`config.mk`:
```
export PLATFORM = sky130hd
export DESIGN_NAME = shift_reg_univ_flat
export DESIGN_NICKNAME = d
export VERILOG_FILES = /design/src/rtl/shift_reg_univ_pkg.sv /design/src/rtl/shift_reg_univ_if.sv /design/src/rtl/shift_reg_univ_step.sv /design/src/rtl/shift_reg_univ.sv /design/src/flat_wrapper.sv
export SDC_FILE = /design/constraint.sdc
export NUM_CORES = 1
export LEC_CHECK = 0
export ABC_AREA = 1
export CORE_MARGIN = 2
export CORE_UTILIZATION = 50
export DETAILED_ROUTE_END_ITERATION = 10
export GPL_TIMING_DRIVEN = 0
export PLACE_DENSITY = 0.8
export SLEW_MARGIN = 20
export SYNTH_ARGS = -nofsm -noshare
export SYNTH_HDL_FRONTEND = slang
export SYNTH_SLANG_ARGS = --single-unit
```
`constraint.sdc`:
```
create_clock -name clk -period 1.85 [get_ports clk]
set_clock_uncertainty 0.15 [all_clocks]
set_input_delay 0.37 -clock clk [delete_from_list [all_inputs] [get_ports clk]]
set_output_delay 0.37 -clock clk [all_outputs]
set_load 0.01 [all_outputs]
```
`src/rtl/shift_reg_univ_pkg.sv`:
```
// Shared mode constants, FSM state encoding and helpers for the universal shift register.
package shift_reg_pkg;

  localparam int unsigned MODE_W = 3;

  localparam logic [MODE_W-1:0] MODE_HOLD = 3'b000;
  localparam logic [MODE_W-1:0] MODE_LOAD = 3'b001;
  localparam logic [MODE_W-1:0] MODE_SHR  = 3'b010;
  localparam logic [MODE_W-1:0] MODE_SHL  = 3'b011;
  localparam logic [MODE_W-1:0] MODE_ROR  = 3'b100;
  localparam logic [MODE_W-1:0] MODE_ROL  = 3'b101;
  localparam logic [MODE_W-1:0] MODE_ASR  = 3'b110;

  typedef enum logic [1:0] {
    IDLE = 2'd0,
    RUN  = 2'd1,
    DONE = 2'd2
  } state_t;

  // Shift and rotate modes are the contiguous range SHR..ASR.
  function automatic logic is_shift_mode(input logic [MODE_W-1:0] m);
    return (m >= MODE_SHR) && (m <= MODE_ASR);
  endfunction

endpackage

```
`src/rtl/shift_reg_univ_if.sv`:
```
// Command/data bundle between a shift_reg_univ client (master) and the register (slave).
interface shift_reg_univ_if #(
  parameter int unsigned WIDTH = 8
);
  localparam int unsigned AW = $clog2(WIDTH + 1);

  logic [2:0]       M;
  logic [WIDTH-1:0] D;
  logic             si;
  logic             start;
  logic [AW-1:0]    amt;
  logic [WIDTH-1:0] Q;
  logic             so;
  logic             busy;
  logic             done;

  modport master (
    output M, D, si, start, amt,
    input  Q, so, busy, done
  );

  modport slave (
    input  M, D, si, start, amt,
    output Q, so, busy, done
  );
endinterface

```
`src/rtl/shift_reg_univ_step.sv`:
```
// One combinational shift/rotate step; hold, load and reserved modes pass q through.
module shift_step
  import shift_reg_pkg::*;
#(
  parameter int unsigned WIDTH = 8
) (
  input  logic [MODE_W-1:0] i_mode,
  input  logic              i_si,
  input  logic [WIDTH-1:0]  i_q,
  output logic [WIDTH-1:0]  o_q_next,
  output logic              o_so_next,
  output logic              o_is_shift
);

  always_comb begin
    o_q_next   = i_q;
    o_so_next  = 1'b0;
    o_is_shift = 1'b0;
    case (i_mode)
      MODE_SHR: begin
        o_q_next   = {i_si, i_q[WIDTH-1:1]};
        o_so_next  = i_q[0];
        o_is_shift = 1'b1;
      end
      MODE_SHL: begin
        o_q_next   = {i_q[WIDTH-2:0], i_si};
        o_so_next  = i_q[WIDTH-1];
        o_is_shift = 1'b1;
      end
      MODE_ROR: begin
        o_q_next   = {i_q[0], i_q[WIDTH-1:1]};
        o_so_next  = i_q[0];
        o_is_shift = 1'b1;
      end
      MODE_ROL: begin
        o_q_next   = {i_q[WIDTH-2:0], i_q[WIDTH-1]};
        o_so_next  = i_q[WIDTH-1];
        o_is_shift = 1'b1;
      end
      MODE_ASR: begin
        o_q_next   = {i_q[WIDTH-1], i_q[WIDTH-1:1]};
        o_so_next  = i_q[0];
        o_is_shift = 1'b1;
      end
      default: ;
    endcase
  end

endmodule

```
`src/rtl/shift_reg_univ.sv`:
```
// Universal shift register with single-step modes and a multi-cycle "shift by N" command.
module shift_reg_univ
  import shift_reg_pkg::*;
#(
  parameter int unsigned WIDTH = 8
) (
  input  logic                   clk,
  input  logic                   reset,
  shift_reg_univ_if.slave        bus
);

  localparam int unsigned AW = $clog2(WIDTH + 1);

  state_t              r_state;
  state_t              w_state_next;
  logic [WIDTH-1:0]    r_q;
  logic [WIDTH-1:0]    w_q_next;
  logic                r_so;
  logic                w_so_next;
  logic [AW-1:0]       r_cnt;
  logic [AW-1:0]       w_cnt_next;
  logic [MODE_W-1:0]   r_mode_l;
  logic [MODE_W-1:0]   w_mode_l_next;
  logic                r_si_l;
  logic                w_si_l_next;

  logic [MODE_W-1:0]   w_step_mode;
  logic                w_step_si;
  logic [WIDTH-1:0]    w_step_q;
  logic                w_step_so;
  logic                w_step_is_shift;
  logic [AW-1:0]       w_amt_clamped;

  // The single stepper serves both the legacy per-edge path and the latched command.
  assign w_step_mode = (r_state == RUN) ? r_mode_l : bus.M;
  assign w_step_si   = (r_state == RUN) ? r_si_l   : bus.si;

  shift_step #(
    .WIDTH (WIDTH)
  ) u_step (
    .i_mode     (w_step_mode),
    .i_si       (w_step_si),
    .i_q        (r_q),
    .o_q_next   (w_step_q),
    .o_so_next  (w_step_so),
    .o_is_shift (w_step_is_shift)
  );

  assign w_amt_clamped = (bus.amt > AW'(WIDTH)) ? AW'(WIDTH) : bus.amt;

  // State, data and command registers.
  always_ff @(posedge clk) begin
    if (reset) begin
      r_state  <= IDLE;
      r_q      <= '0;
      r_so     <= 1'b0;
      r_cnt    <= '0;
      r_mode_l <= MODE_HOLD;
      r_si_l   <= 1'b0;
    end else begin
      r_state  <= w_state_next;
      r_q      <= w_q_next;
      r_so     <= w_so_next;
      r_cnt    <= w_cnt_next;
      r_mode_l <= w_mode_l_next;
      r_si_l   <= w_si_l_next;
    end
  end

  // Next-state and datapath selection.
  always_comb begin
    w_state_next  = r_state;
    w_q_next      = r_q;
    w_so_next     = r_so;
    w_cnt_next    = r_cnt;
    w_mode_l_next = r_mode_l;
    w_si_l_next   = r_si_l;
    case (r_state)
      IDLE: begin
        if (bus.start) begin
          // Command capture edge: Q and so are left untouched.
          w_mode_l_next = bus.M;
          w_si_l_next   = bus.si;
          w_cnt_next    = w_amt_clamped;
          if ((w_amt_clamped != '0) && is_shift_mode(bus.M)) begin
            w_state_next = RUN;
          end else begin
            w_state_next = DONE;
          end
        end else if (bus.M == MODE_LOAD) begin
          w_q_next = bus.D;
        end else begin
          w_q_next = w_step_q;
          if (w_step_is_shift) begin
            w_so_next = w_step_so;
          end
        end
      end
      RUN: begin
        w_q_next   = w_step_q;
        w_so_next  = w_step_so;
        w_cnt_next = r_cnt - AW'(1);
        if (r_cnt == AW'(1)) begin
          w_state_next = DONE;
        end
      end
      DONE: begin
        w_state_next = IDLE;
      end
      default: begin
        w_state_next = IDLE;
      end
    endcase
  end

  assign bus.Q    = r_q;
  assign bus.so   = r_so;
  assign bus.busy = (r_state == RUN);
  assign bus.done = (r_state == DONE);

endmodule

```
`src/flat_wrapper.sv`:
```
// flat-port wrapper written by rule: the top's interface ports become plain ports
module shift_reg_univ_flat import shift_reg_pkg::*;
#(
  parameter int unsigned WIDTH = 8
)
  (clk, reset, bus_M, bus_D, bus_si, bus_start, bus_amt, bus_Q, bus_so, bus_busy, bus_done);
  shift_reg_univ_if #(.WIDTH(WIDTH)) bus_i ();
  input  logic clk;
  input  logic reset;
  input wire logic [$bits(bus_i.M)-1:0] bus_M;
  input wire logic [$bits(bus_i.D)-1:0] bus_D;
  input wire logic [$bits(bus_i.si)-1:0] bus_si;
  input wire logic [$bits(bus_i.start)-1:0] bus_start;
  input wire logic [$bits(bus_i.amt)-1:0] bus_amt;
  output wire logic [$bits(bus_i.Q)-1:0] bus_Q;
  output wire logic [$bits(bus_i.so)-1:0] bus_so;
  output wire logic [$bits(bus_i.busy)-1:0] bus_busy;
  output wire logic [$bits(bus_i.done)-1:0] bus_done;
  assign bus_i.M = bus_M;
  assign bus_i.D = bus_D;
  assign bus_i.si = bus_si;
  assign bus_i.start = bus_start;
  assign bus_i.amt = bus_amt;
  assign bus_Q = bus_i.Q;
  assign bus_so = bus_i.so;
  assign bus_busy = bus_i.busy;
  assign bus_done = bus_i.done;
  shift_reg_univ #(.WIDTH(WIDTH)) u_core (.clk(clk), .reset(reset), .bus(bus_i));
endmodule
```
==> results of run 1 <==
-- worst max-delay path by stage --
stage | start | endpoint | depth (start not counted)
2_1_floorplan | u_core.r_state[0]$_SDFFE_PP0P_ | u_core.bus.Q[7]$_SDFFE_PP0P_ | 11
3_3_place_gp | bus_M[1] | u_core.bus.Q[0]$_SDFFE_PP0P_ | 7
3_5_place_dp | bus_M[1] | u_core.bus.Q[0]$_SDFFE_PP0P_ | 7
4_1_cts | u_core.bus.Q[1]$_SDFFE_PP0P_ | bus_Q[1] | 1
5_1_grt | u_core.r_state[1]$_SDFFE_PP0P_ | bus_busy | 5
6_report | u_core.bus.Q[0]$_SDFFE_PP0P_ | bus_Q[0] | 1
-- cells in the final DEF (no fill, tap or decap) --
master / n
nand2_1: 41
nor2_1: 28
clkdlybuf4s50_1: 27
nand3_1: 26
a21oi_1: 13
inv_1: 11
dfxtp_1: 11
o21ai_0: 10
a21oi_2: 8
dfxtp_2: 8
nand2_4: 6
buf_4: 6
inv_2: 5
nand3_4: 4
nand2_2: 3
nor2_2: 3
clkbuf_4: 3
buf_6: 2
nand2_8: 2
nand4_1: 2
nor4_1: 2
ha_1: 2
inv_4: 1
buf_12: 1
clkinvlp_4: 1
nand3_2: 1
buf_2: 1
clkbuf_1: 1
nor2_4: 1
a211oi_1: 1
and3_1: 1
xor2_1: 1
o21ai_1: 1
a31oi_1: 1
a221oi_1: 1
clkinv_2: 1
clkbuf_16: 1
dlygate4sd2_1: 1
-- sequential cells by signal (all words and copies together), names as in the netlist --
| name | cells |
|---|---|
| u_core.r_state | 2 |
| u_core.bus.so | 1 |
| u_core.r_si_l | 1 |
| u_core.r_cnt | 4 |
| u_core.bus.Q | 8 |
| u_core.r_mode_l | 3 |
-- area by class of cell --
class                   count  share of cell area
clock buffers               3              0.0123
clock inverters             1             0.00273
flip-flops and latches     19               0.213
multi-input cells         158               0.492
well taps                  31              0.0211
plain buffers               4              0.0218
repair buffers             36               0.196
inverters                  18              0.0402
-- kinds of logic after synthesis --
kind of cell	after synthesis	synth area share
compound gates	35	0.154
xor+xnor	1	0.00633
fa+ha+maj	2	0.0181
buf+inv	22	0.0796
flops	19	0.275
simple gates	120	0.467
-- what timing repair did --
action                     CTS  global route
gates resized for setup      8             9
pin swaps                    0             2
buffers inserted             0             6
setup endpoints to repair    3             8
cloned                       0             1
hold buffers                 0             0
-- per-layer routing --
layer,part of all wire,up-vias
met2,0.47,45
met4,0.013,0
met5,0,-
met3,0.050,4
met1,0.47,631
li1,-,741
-- report_power, final --
group	switching, mW	internal [mW]	leakage, nW
combinational	0.326	0.249	0.580
clock	0.148	0.0809	0.0177
sequential	0.0352	0.456	0.159
total	0.509	0.786	0.757
==> impl_summary.md, run 1 <==
Timing
The final-report max-slew violation count is 0. Timing would allow up to about 550 MHz. The final-report hold violation count came to 0. The time the worst path needs with I/O delays and setup is between 1.5 and 2 ns. For the final routed database, the setup TNS stands at 0 ns. Setup slack closes at between 0.03 and 0.04 ns. The max-slew headroom at the worst pin is 0.549. The post-route clock period utilization is 0.981.

The number of failing setup endpoints in the final timing report is 0. The slew at the pin with the worst max-slew slack is approximately 0.68 ns. Final hold analysis gives a worst-case slack of ~0.33 ns.

Logic synthesis
The synthesized design spends more area on one cell type than any other, namely dfxtp_1. The register area share after synthesis is 0.275. The commonest cells after synthesis are 41 x nand2_1, 29 x nor2_1, 26 x nand3_1. Of the post-synthesis cell area, the dominant cell type holds 0.275.

Among all flip-flop cells after synthesis, the most frequent one is dfxtp_1. The average instance in the mapped netlist occupies ~7.0 um^2. Yosys attributes the largest share of cell area to dfxtp_1 27%, nand2_1 11%, nand3_1 9.4%. Among all cell types in the netlist, the one instantiated most often is nand2_1. For this run, asynchronously set or reset flops after synthesis account for 0. The number of nets produced by synthesis is 220. The number of distinct standard cells referenced by the synthesized netlist is 30. The count of warnings emitted by yosys is 0. The area of the mapped netlist is ~1400 um^2. The number of synthesized flops with an enable pin is 0. After synthesis the netlist holds a flip-flop and latch count of 19. The post-synthesis cell count is around 200.

Run status
The flow ran to the end, and the final reports show no timing, DRC or antenna violations.

Setup path
The critical path startpoint category is a flip-flop. The signal on the critical path passes through clkdlybuf4s50_1. Together, buffers and inverters on the worst path number 1. Of all nets on the critical path, the largest fanout is 5. The worst setup path is captured at an output pin. On the critical path, the stage with the largest delay is an instance of clkdlybuf4s50_1.

The kind of critical path is reg2out. The end of the worst register-to-register path is u_core.bus.Q[3]$_SDFFE_PP0P_. The critical path arrival is between 1 and 1.5 ns. The data required time at the worst endpoint is between 1 and 1.5 ns.

The internal reg-to-reg setup slack is approximately 0.16 ns. The largest delay contributor family on the critical path is buffers and inverters. The startpoint identified for the worst register-to-register timing path is u_core.r_state[1]$_SDFFE_PP0P_.

In this design, the stage delay of the slowest critical-path cell is around 0.56 ns. The number of cells on the worst reg-to-reg path is 11.

Power and ir drop
For this design the static power due to leakage is approximately 0.76 nW. In this run the power density over the cells is slightly above 700 nW/um^2. The highest ir drop seen on vdd is 0.558 mV. The total power is between 1 and 1.5 mW.

Clocking
The number of clock buffers added by TritonCTS is 3. The CTS tree is built. The insertion delay to the later sink of the worst-skew pair is just over 0.3 ns. The H-tree depth reported by CTS is 1.

The number of clock sinks seen by CTS is 19. The tree is rooted in a clkbuf_4. The longest clock path from root to sink contains 2 buffers. The clock slew seen by the registers of the worst setup and hold paths is about 0.12 ns.

Place
The placed cell count is roughly 260. The detailed placement HPWL is 2290 um. Port buffering added 29 buffers. The post-place instance area is about 1700 um^2. At the end of routability-driven placement, the weighted congestion stood at between 0.9 and 1. Prior to clock tree synthesis, the placed netlist has a worst setup slack of -0.277 ns.

GRT
In this run the most used layer during global routing was met2. The first global-routing pass estimated 5410 um of wire. For this run, global-route usage on met3 was measured as 0.0484.

For this run, global-route usage on met1 was measured as 0.280. The via count of the first global-routing pass was roughly 1,200. The initial antenna violation count was 0. For this run, the total global-route usage over all layers was measured as 0.216. The total global routing overflow is 0. For this run, global-route usage on met2 was measured as 0.352.

Entering global routing, the biggest net connects 12 pins.

Min path
The kind of path behind the tightest hold check is reg2reg. The startpoint identified for the worst hold timing path is u_core.r_cnt[3]$_SDFFE_PP0P_. Counting instances, the worst hold path has a depth of 2. The worst hold path terminates at u_core.r_cnt[3]$_SDFFE_PP0P_.

Detailed routing
The per-cell routed wire length is about 12 um. The detailed router finished its first iteration with 56 violations. In the routed design, unresolved DRC markers number 0. The final antenna-violating net count is 0. The number of detailed-routing iterations run before antenna repair is 4. The routed wire length is about 3300 um. The via count is ~1,400. Using the TritonRoute via totals, the vias-per-cell ratio works out to 5.26.

Finish
The share of the core filled with cells is 0.683. The finished layout holds between 200 and 300 standard cells, fillers aside. The finished cells cover roughly 1800 um^2. The number of antenna diodes in the final layout is 0.

In the final layout, the multi-input gates occupy 903 um^2. Relative to the synthesized area, the layout overhead comes to 32.5%. The sequential cells in the finished layout cover a total of just under 400 um^2. In the final layout, the share of cells above drive strength 1 is 0.243. The filler cells instantiated in the layout total 240. The final net count is 261.

Die
From left edge to right edge, the die measures 56.6 um. The starting density of the core is 0.515. The die covers 3200 um^2. 30 I/O pins were placed.

The vertical extent of the die is 56.6 um. The area of the placeable core is about 2700 um^2. The floorplan row count is 19.

Flow run
The max-capacitance violation count is 0.
No activity file was read; power rests on OpenSTA's default activity.
==> inputs of run 2 (changes only) <==
Clock period 1.85 ns to 1.86 ns, I/O delays scaled along.
==> run 2 against run 1 <==
- cell count decreased by 1.5%
- combinational power decreased by 5.6%
- wire length decreased by 3.9%
- highest routed layer unchanged
- clock power about the same
- worst hold slack about the same
- non-clock buffer count decreased by 4
- critical path type unchanged
- sequential power decreased by 0.8%
- core utilization decreased by 1.8 points
- first-iteration DRC count decreased by 25%
==> impl_summary.md, run 2 (synthesis gave the netlist of run 1 again) <==
Min path
The cell depth of the worst hold path is 2 (unchanged). The tightest min-delay check is of the reg2reg type.

Detailed routing
The number of remaining DRC errors is 0 (unchanged). The number of vias per cell after detailed routing is 5.24 (-0.42%). The routed wire length came to 3170 um (-3.9%). The via count is 1,394 (-1.9%). The per-cell routed wire length is 11.9 um (-2.5%). The final antenna-violating net count was 0 (unchanged). The number of violations reported at the end of detailed-routing iteration 0 is 42 (-25%).

The number of detailed-routing iterations run before antenna repair is 4 (unchanged).

Place
The setup slack after placement is -0.269 ns (+0.00800 ns). The count of buffers inserted at the top-level ports is 29 (unchanged). The final weighted congestion of routability-driven global placement came to 0.912 (unchanged). The detailed placement HPWL was 2290 um (unchanged).

Timing
The number of failing setup endpoints in the final timing report is 0 (unchanged). For the finished layout, the period the worst path requires is roughly 1.8 ns. The total negative setup slack is 0 ns (unchanged). For this run, the top clock speed supported by timing is 549 MHz. The max-slew headroom at the worst pin is 0.558 (+0.00937).

The final-report hold violation count was 0 (unchanged). The setup slack after layout was 0.0401 ns (+0.00523 ns). The final-report max-slew violation count is 0 (unchanged). The post-route clock period utilization is 0.978.

The slew at the pin with the worst max-slew slack came to 0.663 ns (-0.0141 ns). The post-route worst hold slack is 0.330 ns (+0.000118 ns).

Clocking
The number of buffers added by the clock tree synthesis step is 3 (unchanged). The insertion delay to the later sink of the worst-skew pair is 0.32 ns (about the same). The number of clock sinks seen by CTS is 19 (unchanged).

The CTS tree is built. The maximum buffer depth of the clock tree is 2 (unchanged). The master cell of the clock root buffer is clkbuf_4. The H-tree depth reported by CTS is 1 (unchanged).

The quantity of hold-fixing buffers added after cts came to 0 (unchanged). The clock slew seen by the registers of the worst setup and hold paths was 0.12 ns (about the same).

Setup path
The kind of critical path is reg2out. The cell with the largest stage delay on the worst path is clkdlybuf4s50_1. The count of cells along the worst register-to-register path came to 11 (unchanged). The worst setup path is launched from a flip-flop. The critical path arrival is 1.30 ns (about the same). The critical path's largest stage delay is 0.56 ns (about the same).

The buffer and inverter count on the worst path is 1 (unchanged). The critical path goes through clkdlybuf4s50_1. The maximum fanout count along the critical path came to 5 (unchanged). The endpoint type of the worst setup path is an output pin. Broken down by cell family, the worst path's largest delay share belongs to buffers and inverters.

The logic depth of the worst path, buffers included is 1 (unchanged). The data required time at the worst endpoint is 1.34 ns (about the same).

GRT
The met3 track demand over resource in global routing came to 0.0484 (unchanged). The wire length of the first global-routing pass was 5410 um (unchanged). The total global routing overflow is 0 (unchanged). The global routing met1 resource utilization is 0.280 (unchanged).

The initial antenna violation count came to 0 (unchanged). The global-route met2 utilization came to 0.352 (unchanged). The via count of the first global-routing pass is 1,198 (unchanged).

The pin count of the biggest net entering global routing came to 12 (unchanged). The global router's overall resource usage is 0.216 (unchanged). The global routing stage identified its most utilized layer as met2.

Finish
The number of antenna cells inserted is 0 (unchanged). The final net count is 257 (-1.5%). The layout cell share with drive strength beyond 1 is 0.226 (-0.0171).

From synthesis to final layout, the design area changed by 29.0%. In the layout the commonest cells are 41 x nand2_1, 28 x nor2_1, 27 x clkdlybuf4s50_1. The number of flip-flops under the largest register name is 8 (unchanged). The library cell used most frequently in the layout, excluding fill and tap cells, is nand2_1.

Die
The floorplan die area is 3200 um^2 (unchanged). The chip width was 56.6 um (unchanged). The vertical extent of the die was 56.6 um (unchanged). The area of the placeable core came to 2690 um^2 (unchanged).

The floorplan row count is 19 (unchanged). The starting density of the core is 0.515 (unchanged). The count of boundary I/O pins is 30 (unchanged).

Power and ir drop
The leakage power came to 0.726 nW (-4.0%). The power density normalized to cell area is 705 nW/um^2 (-0.11%). The highest ir drop seen on vdd is 0.542 mV (-2.9%).

Run status
The run finished with clean final reports.

Flow run
The max-capacitance violation count was 0 (unchanged).
run 2: cell count changes in the layout (fill, tap and decap cells not counted), sizes merged:
cell / delta
clkbuf: -1
buf: -3
run 2: layer usage:
layer	vias to the layer above	routed length (um)
li1	732	-
met2	30	1490
met5	-	0
met3	4	131
met1	628	1510
met4	0	45
run 2: final timing paths:
| path | start | to | slack, ns |
|---|---|---|---|
| hold / removal | u_core.r_cnt[3]$_SDFFE_PP0P_ | u_core.r_cnt[3]$_SDFFE_PP0P_ | 0.33 |
| setup / recovery | u_core.bus.Q[0]$_SDFFE_PP0P_ | bus_Q[0] | 0.04 |
| setup reg to reg | u_core.r_state[1]$_SDFFE_PP0P_ | u_core.bus.Q[3]$_SDFFE_PP0P_ | 0.18 |
| hold reg to reg | u_core.r_cnt[3]$_SDFFE_PP0P_ | u_core.r_cnt[3]$_SDFFE_PP0P_ | 0.33 |
run 2: layout make-up:
type	count	area, um^2
fillers	248	901
inverters	18	73.8
repair buffers	32	313
multi-input cells	158	903
flip-flops and latches	19	389
clock buffers	3	22.5
plain buffers	4	40.0
clock inverters	1	5.00
well taps	31	38.8
run 2: through the flow:
step           cells  cell area (um^2)  power [mW]   util
2_1_floorplan    199              1380       0.862      -
3_3_place_gp     259              1710        1.01  0.638
3_5_place_dp     259              1710        1.02  0.638
4_1_cts          263              1740        1.24  0.648
5_1_grt          266              1790        1.34  0.665
6_report         266              1790        1.26  0.665
run 2: where the power goes:
group	switching, mW	total (mW)	internal, mW
clock network	0.147	0.228	0.0805
logic	0.316	0.543	0.227
registers	0.0348	0.488	0.454
total	0.498	1.26	0.761
run 2: repair_timing:
| action | 4_1_cts | 5_1_grt |
|---|---|---|
| setup buffers | 0 | 3 |
| setup endpoints to repair | 3 | 6 |
| resized for setup | 8 | 8 |
